<file path="config.mk">
export PLATFORM = sky130hd
export DESIGN_NAME = stream_mux_rr
export DESIGN_NICKNAME = d
export VERILOG_FILES = /design/src/rtl/mux_pkg.sv /design/src/rtl/rr_arbiter.sv /design/src/rtl/stream_mux_rr.sv
export SDC_FILE = /design/constraint.sdc
export NUM_CORES = 1
export LEC_CHECK = 0
export CORE_UTILIZATION = 35
export CTS_BUF_LIST = sky130_fd_sc_hd__clkbuf_4 sky130_fd_sc_hd__clkbuf_8 sky130_fd_sc_hd__clkbuf_16
export CTS_CLUSTER_SIZE = 24
export DETAILED_ROUTE_END_ITERATION = 8
export PLACE_DENSITY = 0.76
export SLEW_MARGIN = 40
export SYNTH_ARGS = -nofsm -noshare
export SYNTH_HDL_FRONTEND = slang
export SYNTH_SLANG_ARGS = --single-unit
export TNS_END_PERCENT = 50
</file>
<file path="constraint.sdc">
create_clock -name clk -period 13.2 [get_ports clk]
set_clock_uncertainty 0.1 [all_clocks]
set_input_delay 1.98 -clock clk [delete_from_list [all_inputs] [get_ports clk]]
set_output_delay 1.98 -clock clk [all_outputs]
set_load 0.02 [all_outputs]
</file>
<file path="src/rtl/mux_pkg.sv">
// Shared constants and helpers for the round-robin / fixed-select stream mux.
// Mode encodings and a ceiling-log2 helper used to derive index widths.
package mux_pkg;

    localparam logic MODE_RR    = 1'b0;
    localparam logic MODE_FIXED = 1'b1;

    function automatic int clog2(input int v);
        int r;
        r = 0;
        while ((1 << r) < v) begin
            r = r + 1;
        end
        return r;
    endfunction

endpackage

</file>
<file path="src/rtl/rr_arbiter.sv">
// Combinational round-robin arbiter: highest priority is the channel just after ptr.
// Emits a one-hot grant, its index, and whether any request was granted.
module rr_arbiter
    import mux_pkg::*;
#(
    parameter  int N    = 8,
    localparam int SELW = clog2(N)
) (
    input  logic [N-1:0]    req,
    input  logic [SELW-1:0] ptr,
    output logic [N-1:0]    gnt,
    output logic [SELW-1:0] gnt_idx,
    output logic            any
);

    logic [SELW-1:0] idx;

    // Walk the rotated order ptr+1 .. ptr; the first requester found wins.
    always_comb begin
        gnt     = '0;
        gnt_idx = '0;
        any     = 1'b0;
        idx     = '0;
        for (int j = 0; j < N; j++) begin
            idx = SELW'((int'(ptr) + 1 + j) % N);
            if (!any && req[idx]) begin
                any      = 1'b1;
                gnt[idx] = 1'b1;
                gnt_idx  = idx;
            end
        end
    end

endmodule

</file>
<file path="src/rtl/stream_mux_rr.sv">
// N-channel valid/ready stream mux onto one registered output stream.
// Round-robin arbitration (mode=0) or fixed channel select (mode=1).
module stream_mux_rr
    import mux_pkg::*;
#(
    parameter  int WIDTH = 16,
    parameter  int N     = 8,
    localparam int SELW  = clog2(N)
) (
    input  logic                 clk,
    input  logic                 rst_n,
    input  logic                 mode,
    input  logic [SELW-1:0]      sel,
    input  logic [N-1:0]         in_valid,
    input  logic [N*WIDTH-1:0]   in_data,
    output logic [N-1:0]         in_ready,
    output logic                 out_valid,
    output logic [WIDTH-1:0]     out_data,
    output logic [SELW-1:0]      out_sel,
    input  logic                 out_ready
);

    logic [SELW-1:0]  ptr_reg;
    logic             out_valid_reg;
    logic [WIDTH-1:0] out_data_reg;
    logic [SELW-1:0]  out_sel_reg;

    logic [N-1:0]     rr_gnt;
    logic [SELW-1:0]  rr_idx;
    logic             rr_any;
    logic [N-1:0]     fixed_gnt;
    logic [N-1:0]     grant;
    logic [SELW-1:0]  grant_idx;
    logic             grant_any;
    logic             load;
    logic [WIDTH-1:0] masked [N];
    logic [WIDTH-1:0] data_next;

    rr_arbiter #(.N(N)) u_arb (
        .req     (in_valid),
        .ptr     (ptr_reg),
        .gnt     (rr_gnt),
        .gnt_idx (rr_idx),
        .any     (rr_any)
    );

    // An out-of-range sel matches no channel, so it yields no grant.
    genvar gi;
    generate
        for (gi = 0; gi < N; gi++) begin : g_chan
            assign fixed_gnt[gi] = (sel == SELW'(gi)) & in_valid[gi];
            assign masked[gi]    = in_data[gi*WIDTH +: WIDTH] & {WIDTH{grant[gi]}};
        end
    endgenerate

    always_comb begin
        grant     = rr_gnt;
        grant_idx = rr_idx;
        grant_any = rr_any;
        if (mode == MODE_FIXED) begin
            grant     = fixed_gnt;
            grant_idx = sel;
            grant_any = |fixed_gnt;
        end
    end

    always_comb begin
        data_next = '0;
        for (int i = 0; i < N; i++) begin
            data_next = data_next | masked[i];
        end
    end

    assign load     = ~out_valid_reg | out_ready;
    // Gate with rst_n so no channel sees ready while reset is asserted.
    assign in_ready = grant & {N{load & rst_n}};

    always_ff @(posedge clk or negedge rst_n) begin
        if (!rst_n) begin
            out_valid_reg <= 1'b0;
            out_data_reg  <= '0;
            out_sel_reg   <= '0;
            ptr_reg       <= SELW'(N - 1);
        end else if (load) begin
            if (grant_any) begin
                out_valid_reg <= 1'b1;
                out_data_reg  <= data_next;
                out_sel_reg   <= grant_idx;
                ptr_reg       <= grant_idx;
            end else begin
                out_valid_reg <= 1'b0;
            end
        end
    end

    assign out_valid = out_valid_reg;
    assign out_data  = out_data_reg;
    assign out_sel   = out_sel_reg;

endmodule
</file>
* Word-level counts from Yosys, hierarchy flattened
Index checks and enable logic that the tools add are counted.
Word-level totals: register bits after elaboration 23, latch bits 0, bits in writable memories 0, ROM bits 0, input port bits 143, output and inout port bits 28, memories kept 0
Operators by class: add/subtract/negate cells 8, multiply operators 0, div/mod/pow operators 0, order comparisons 16, eq/ne operators 7, shift-type cells 0, mux-type cells 60, bitwise gates (word level) 34, reductions and logical operators 25
Operator list (count):
- bitwise AND 16 bit | 8
- OR 16 bit | 7
- two-way mux 8 bit | 9
- OR 8 bit | 7
- less-than comparator 3 x 4 -> 1 bit, second input constant | 8
- two-way mux 3 bit | 9
- two-way mux 1 bit | 26
- binary-select mux 1 bit (select 3 bit) | 8
- demux 1 bit (select 3 bit) | 8
- >= comparator 3 x 1 -> 1 bit, second input constant | 8
- logical AND 1 bit | 15
- adder 3 bit, second input constant | 4
- == test 3 bit, second input constant | 4
- bitwise AND 1 bit | 9
- bitwise AND 8 bit | 1
- OR reduction 8 bit | 1
- zero test 1 bit | 7
- adder 3 x 1 -> 3 bit, second input constant | 2
- adder 3 x 2 -> 3 bit, second input constant | 2
- == test 3 x 2 -> 1 bit, second input constant | 2
- == test 3 x 1 -> 1 bit, second input constant | 1
- zero test 3 bit | 1
- AND reduction 2 bit | 1
- NOT 1 bit | 1
- OR 1 bit | 1

* Longest topological paths before layout
Gate-level depths: netlist (run 1).
depth in word-level cells 34, depth in mapped cells 19, depth with buffers taken out 11

* By module
From an unflattened synthesis (run 1), not the netlist that was laid out.
Second synthesis, totals: cells, all modules 523, area, all modules 4239.1 µm²
By module, submodules not included:
- stream_mux_rr | instances 1, cells an instance 333, area an instance 2773.9 µm², seq. area each 579.3 µm²
- rr_arbiter | instances 1, cells an instance 190, area an instance 1465.2 µm², seq. area each 0.0 µm²

* Worst setup path before layout (run 1)
No wires, ideal clock.
path type input-to-output, start in in_valid[4], end out in_ready[2], data arrival time 4.778 ns, required time 11.120 ns, path slack 6.342 ns, cell stages on the path 10, buffers on the path 2, cells stage by stage mux4_2 > clkbuf_1 > or2_0 > mux4_2 > nor3_4 > o211ai_1 > clkbuf_1 > mux2i_1 > a21oi_1 > nor3_1
Between the ends: word-level cells in the longest chain between the ends 26, elaborated cells between the ends (all ways) 54, classes of those cells 32 x mux; 8 x bitwise; 14 x reduce/logical
Ends and longest elaborated chain:
- start, declared | line stream_mux_rr.sv:14 | input logic [N-1:0] in_valid,
- binary-select mux 1 bit (select 3 bit) | line rr_arbiter.sv:26 | if (!any && req[idx]) begin
- two-way mux 1 bit (not written as such) | line rr_arbiter.sv:26
- two-way mux 1 bit | line rr_arbiter.sv:26
- zero test 1 bit | line rr_arbiter.sv:26
- logical AND 1 bit | line rr_arbiter.sv:26
- two-way mux 1 bit | line rr_arbiter.sv:26
- zero test 1 bit | line rr_arbiter.sv:26
- logical AND 1 bit | line rr_arbiter.sv:26
- [10 not listed]
- zero test 1 bit | line rr_arbiter.sv:26
- logical AND 1 bit | line rr_arbiter.sv:26
- two-way mux 1 bit | line rr_arbiter.sv:26
- zero test 1 bit | line rr_arbiter.sv:26
- logical AND 1 bit | line rr_arbiter.sv:26
- two-way mux 8 bit * | line rr_arbiter.sv:26
- two-way mux 8 bit * | line stream_mux_rr.sv:60 | if (mode == MODE_FIXED) begin
- bitwise AND 8 bit * | line stream_mux_rr.sv:76 | assign in_ready = grant & {N{load & rst_n}};
- end, declared | line stream_mux_rr.sv:16 | output logic [N-1:0] in_ready,
Mark *: on every way between the ends. The rest lies on a longest branch, timed or not. The select of a mux whose other input is x is not followed.

* Final worst setup path (run 1)
start in in_valid[7], end out in_ready[2]
The elaborated chain is that of the path after synthesis.

==> results of run 1 <==
-- critical path, cell delays in order --
cell and delay, ns:
clkdlybuf4s50_1 0.69, mux4_2 0.69, or2_2 0.33, mux4_2 0.57, nor3_4 0.37, o211ai_1 0.28, buf_4 0.26, mux2i_1 0.12
a21oi_1 0.09, nor3_1 0.29, clkdlybuf4s50_1 0.66
-- Yosys cell counts, types with 13 or more instances --
master     n  area share [%]
a21oi_1   18             2.0
mux2i_1   13             2.8
a221oi_1  26             5.0
o21ai_0   23             2.5
a32oi_1   29             5.6
nor3_1    26             2.8
clkbuf_1  34             2.8
nor2_1    35             2.9
dfrtp_1   20              11
buf_2     14             1.5
mux4_2    15             7.4
inv_1     21             1.7
and3_1    13             1.8
nand3_1   53             5.8
nand2_1   58             4.8
nor2b_1   15             2.1
-- where the power goes --
group	switching [mW]	internal (mW)
Clock	0.0306	0.0410
Sequential	0.0272	0.102
Combinational	0.785	0.454
Total	0.843	0.597
-- cell type report --
cell class	count	area, um^2	share of cell area, %
Inverter	24	90.09	1.395
Timing Repair Buffer	188	1837	28.43
Clock buffer	3	75.07	1.162
Multi-Input combinational cell	501	3659	56.63
Tap cell	172	215.2	3.331
Sequential cell	23	579.3	8.968
Clock inverter	1	5.005	0.07747
-- metal layers --
metal / wire (um) / vias to the layer above / GRT usage, %
met2: 10160 / 470 / 48.92
li1: - / 2712 / -
met1: 8443 / 2903 / 40.57
met4: 753 / 0 / 13.25
met5: 0 / - / 0
met3: 1986 / 72 / 5.397
-- worst max-delay path by stage --
stage	end	slack, ns	cells past startpoint
floorplan	in_ready[2]	6.34	10
global placement	in_ready[2]	4.83	10
detailed placement	in_ready[2]	4.81	11
CTS	in_ready[2]	4.80	11
global route	in_ready[2]	4.56	11
finish	in_ready[2]	4.78	11
-- cells by family after synthesis --
family | Yosys count | share of synthesized area (%)
flip-flops | 23 | 12.66
multiplexers | 34 | 11.71
AO/OA/AOI/OAI | 215 | 38.05
adder cells (fa/ha/maj) | 2 | 0.5470
AND/OR/NAND/NOR | 247 | 27.95
XOR/XNOR | 3 | 1.067
buffers and inverters | 84 | 8.014
==> summary.md, run 1 <==
| Metric | Value |
|---|---|
| Min Tclk post-route | 8.422 ns |
| CP Launch Type | input pin |
| CTS Buf Count | 3 |
| Setup violators final | 0 |
| Status | complete, no violations |
| Tot Pwr | 1.440 mW |
| Gpl congestion | 0.9563 |
| Worst-path clk slew | 0.07 ns |
| DRC violations left | 0 |
| CTS tree | built |
| Worst vdd ir | 117.8 uV |
| H-tree depth | 1 |
| DP Wirelength | 15.79 mm |
| Setup tns final | 0 ns |
| Diodes inserted | 0 |
| GRT Residual Overflow | 0 |
| Async SR Flop Fraction | 100.0% |
| Number of I/O pins | 171 |
| Avg Synthesized Cell Area | 7.524 um^2 |
| Fin worst setup slack | 4.778 ns |
| CP Class | in -> out |
| Register-to-Register Path Depth | 13 |
| WL/cell | 23.40 um |
| Slew Viols, Final | 0 |
| Die Wd | 116.3 um |
| Slew Limit Headroom | 45.91% |
| Commonest non-fill, non-tap cell in the layout | clkdlybuf4s50_1 |
| Worst Path Arrival | 6.34 ns |
| Number of global-route vias before repair | 5803 |
| Max cap viols | 0 |
| Worst hold endpoint | out_sel[2]$_DFFE_PN0P_ |
| Final hold slack | 0.3839 ns |
| RSZ-0062 raised after global routing | false |
| Mean number of vias per cell | 6.751 |
| # port buffers | 170 |
| Register area share after synthesis | 12.66% |
| Initial antenna violation count | 0 |
| Worst slack, placed | 4.808 ns |
| DR vias | 6157 |
| Post-synth EDFFs | 0 |
| Final Hold Violating Endpoints | 0 |
| Largest register FFs | 16 |
| Pre-antenna DRT Iters | 8 |
| Final Non-Filler Cells | 912 |
| Final wirelength | 21.34 mm |
| Cells after DPL | 908 |
| ANT nets after route | 0 |
| Die Ht | 116.3 um |
| Cell Area, Placed | 6371 um^2 |
| Synth warn | 0 |
| Layout cells sized above 1 | 10.41% |
| Initial core utilization | 36.10% |
| Fill count | 1225 |
| CTS resizes | 0 |
| Post-synthesis net count | 753 |
| P_leak | 2.232 nW |
| Count of different cell masters after synthesis | 85 |
| Most used flip-flop cell after synthesis | dfrtp_1 |
| Synth Instances | 608 |
| Synth Register Bits | 23 |
| Worst reg2reg endpoint | out_data[4]$_DFFE_PN0P_ |
| Area grow syn2layout | 41.22% |
| Commonest cells after routing, fill and taps aside | clkdlybuf4s50_1, nand2_1, nand3_1 |
| Crit Reg-Reg Startpoint | ptr_reg[0]$_DFFE_PN1P_ |
| Sink Count | 23 |
| CTS Root Cell | clkbuf_16 |
| Final Cell Area | 6460 um^2 |
| Largest net degree at the start of global routing | 56 |
| Total setup buffers inserted after CTS | 0 |
| DRT iter0 DRCs | 764 |
| Beginning of the worst hold path | out_sel[2]$_DFFE_PN0P_ |
| CTS Hold Buffers Added | 0 |
| Critical-path maximum fanout | 16 |
| Core area | 12670 um^2 |
| Critical Path Sink Type | primary output |
| F_max | 118.7 MHz |
| Die ar. | 13530 um^2 |
| Worst Hold Path Cells | 1 |
| Flop2flop setup slack | 7.40 ns |
| Worst EP required | 11.12 ns |
| Tcrit/Tclk final | 63.80% |
| Worst setup path startpoint | in_valid[7] |
| Row count | 41 |
| Min-Delay Path Class | reg -> reg |
| Post-Syn Area | 4574 um^2 |
| Worst Tran Pin Value | 0.8084 ns |
| Clk_lat worst skew | 0.26 ns |
| Clock Tree Buf Depth | 2 |
| Nets | 886 |
| Fin util | 50.98% |
| Total Routing Usage GR | 30.67% |
| First-pass GRT wire length | 31.96 mm |
| Power density cells | 222.9 nW/um^2 |
Note: power is estimated with default switching activity, not from simulation.
==> run 2, diff against run 1 <==
- PLACE_DENSITY: 0.76 -> 0.78
- clock period: 13.2 -> 7 ns (I/O delays scaled with it)
==> run 2 against run 1 <==
Sequential cell count unchanged. Clock power increased by 89%. Non-clock buffer count grew 9. Die area stayed put. Setup slack worse by 4.3 ns. Via count fell by 0.41%. Routed wire length up 0.35%. Clock-buffer cell count did not move. Critical path depth unchanged. Utilization rose by 0.53 points. First-iteration DRC count is 14% higher.
==> summary.md, run 2 (synthesis gave the netlist of run 1 again) <==
| Metric | Value |
|---|---|
| DP Wirelength | 15.80 mm (about the same) |
| ANT nets after route | 0 (unchanged) |
| Cells after DPL | 917 (+0.99%) |
| CTS resizes | 0 (unchanged) |
| Total Routing Usage GR | 31.13% (+0.46 points) |
| Total setup buffers inserted after CTS | 0 (unchanged) |
| CTS Hold Buffers Added | 0 (unchanged) |
| Final hold slack | 0.3768 ns (-0.007104 ns) |
| Row count | 41 (unchanged) |
| Commonest cells after routing, fill and taps aside | clkdlybuf4s50_1, nand2_1, nand3_1 |
| F_max | 152.8 MHz |
| DRC violations left | 0 (unchanged) |
| CP Launch Type | input pin |
| Slew Limit Headroom | 44.96% (-0.95 points) |
| Sink Count | 23 (unchanged) |
| Worst EP required | 5.85 ns (-5.27 ns) |
| Clock Tree Buf Depth | 2 (unchanged) |
| WL/cell | 23.25 um (-0.63%) |
| Gpl congestion | 1.046 (+9.4%) |
| Worst Path Arrival | 5.39 ns (-0.95 ns) |
| Slew Viols, Final | 0 (unchanged) |
| Setup violators final | 0 (unchanged) |
| Min Tclk post-route | 6.544 ns |
| Number of I/O pins | 171 (unchanged) |
| Initial core utilization | 36.10% (unchanged) |
| Tcrit/Tclk final | 93.49% |
| Max cap viols | 0 (unchanged) |
| Number of global-route vias before repair | 5580 (-3.8%) |
| Clk_lat worst skew | 0.27 ns (about the same) |
| GRT Residual Overflow | 0 (unchanged) |
| Area grow syn2layout | 42.70% |
| # port buffers | 170 (unchanged) |
| RSZ-0062 raised after global routing | false |
| H-tree depth | 1 (unchanged) |
| P_leak | 2.270 nW (+1.7%) |
| Layout cells sized above 1 | 11.21% (+0.81 points) |
| Pre-antenna DRT Iters | 7 (-1) |
| Worst vdd ir | 196.5 uV (+67%) |
| Largest net degree at the start of global routing | 54 (-3.6%) |
| Setup tns final | 0 ns (unchanged) |
| CP Class | in -> out |
| Final wirelength | 21.41 mm (+0.35%) |
| Nets | 895 (+1.0%) |
| Final Hold Violating Endpoints | 0 (unchanged) |
| CTS Root Cell | clkbuf_16 |
| Die Ht | 116.3 um (unchanged) |
| First-pass GRT wire length | 32.04 mm (+0.26%) |
| Worst Tran Pin Value | 0.8225 ns (+0.01416 ns) |
| Max Used Layer | met4 |
| Min-Delay Path Class | reg -> reg |
| DRT iter0 DRCs | 872 (+14%) |
| DRT met1 WL | 8.381 mm (-0.73%) |
| Worst-path clk slew | 0.06 ns (about the same) |
| Mean number of vias per cell | 6.658 (-1.4%) |
| DR vias | 6132 (-0.41%) |
| Power density cells | 423.0 nW/um^2 (+90%) |
| Largest register FFs | 16 (unchanged) |
| Final Non-Filler Cells | 921 (+0.99%) |
| Commonest non-fill, non-tap cell in the layout | clkdlybuf4s50_1 |
| Diodes inserted | 0 (unchanged) |
| Met3 WL | 2.465 mm (+24%) |
| CTS Buf Count | 3 (unchanged) |
| Die ar. | 13530 um^2 (unchanged) |
| Initial antenna violation count | 0 (unchanged) |
| Critical-path maximum fanout | 15 (-1) |
| Met2 WL post-DR | 9.894 mm (-2.6%) |
| Core area | 12670 um^2 (unchanged) |
| Die Wd | 116.3 um (unchanged) |
| Critical Path Sink Type | primary output |
| CTS tree | built |
| Status | complete, no violations |
run 2: path summary, 6_finish.rpt:
| kind | from | to | slack, ns | depth (start not counted) |
|---|---|---|---|---|
| max | in_valid[6] | in_ready[2] | 0.46 | 11 |
| min | out_sel[2]$_DFFE_PN0P_ | out_sel[2]$_DFFE_PN0P_ | 0.38 | 1 |
| max reg2reg | ptr_reg[0]$_DFFE_PN1P_ | out_data[7]$_DFFE_PN0P_ | 2.30 | 13 |
| min reg2reg | out_sel[2]$_DFFE_PN0P_ | out_sel[2]$_DFFE_PN0P_ | 0.38 | 1 |
| max in group asynchronous | rst_n | ptr_reg[2]$_DFFE_PN1P_ | 5.44 | 2 |
| min in group asynchronous | rst_n | out_data[10]$_DFFE_PN0P_ | 1.04 | 2 |
run 2: per-layer routing:
layer | global-route usage (%) | up-vias
li1 | - | 2735
met1 | 43.58 | 2876
met2 | 47.30 | 455
met3 | 6.227 | 66
met4 | 10.77 | 0
met5 | 0 | -
run 2: report_power, final:
group          leakage [nW]  internal [mW]  total, mW  switching (mW)
sequential            0.240          0.193      0.246          0.0528
combinational          1.99          0.895       2.38            1.49
clock                0.0409         0.0774      0.135          0.0580
total                  2.27           1.17       2.76            1.60
run 2: through the flow:
stage | worst slack, ns | utilization [%] | power [mW] | instance area, um^2
floorplan | 1.413 | - | 1.801 | 4574
global placement | 0.5452 | 50.68 | 2.557 | 6421
detailed placement | 0.5269 | 50.88 | 2.549 | 6447
CTS | 0.4981 | 51.52 | 2.693 | 6528
global route | 0.2850 | 51.52 | 2.917 | 6528
finish | 0.4559 | 51.52 | 2.761 | 6528
run 2: critical path: stages:
cell and delay [ns]:
clkdlybuf4s50_1 0.66, mux4_2 0.71, or2_2 0.34, mux4_2 0.57, nor3_4 0.37, o211ai_1 0.12
buf_4 0.23, mux2i_1 0.15, a21oi_1 0.09, nor3_1 0.39, clkdlybuf4s50_1 0.69
run 2: final cells by class:
cell class              instances  area, um^2
flip-flops and latches         23       579.3
well taps                     172       215.2
multi-input cells             501        3659
inverters                      24       90.09
fillers                      1235        6143
clock inverters                 1       5.005
clock buffers                   3       75.07
repair buffers                197        1904
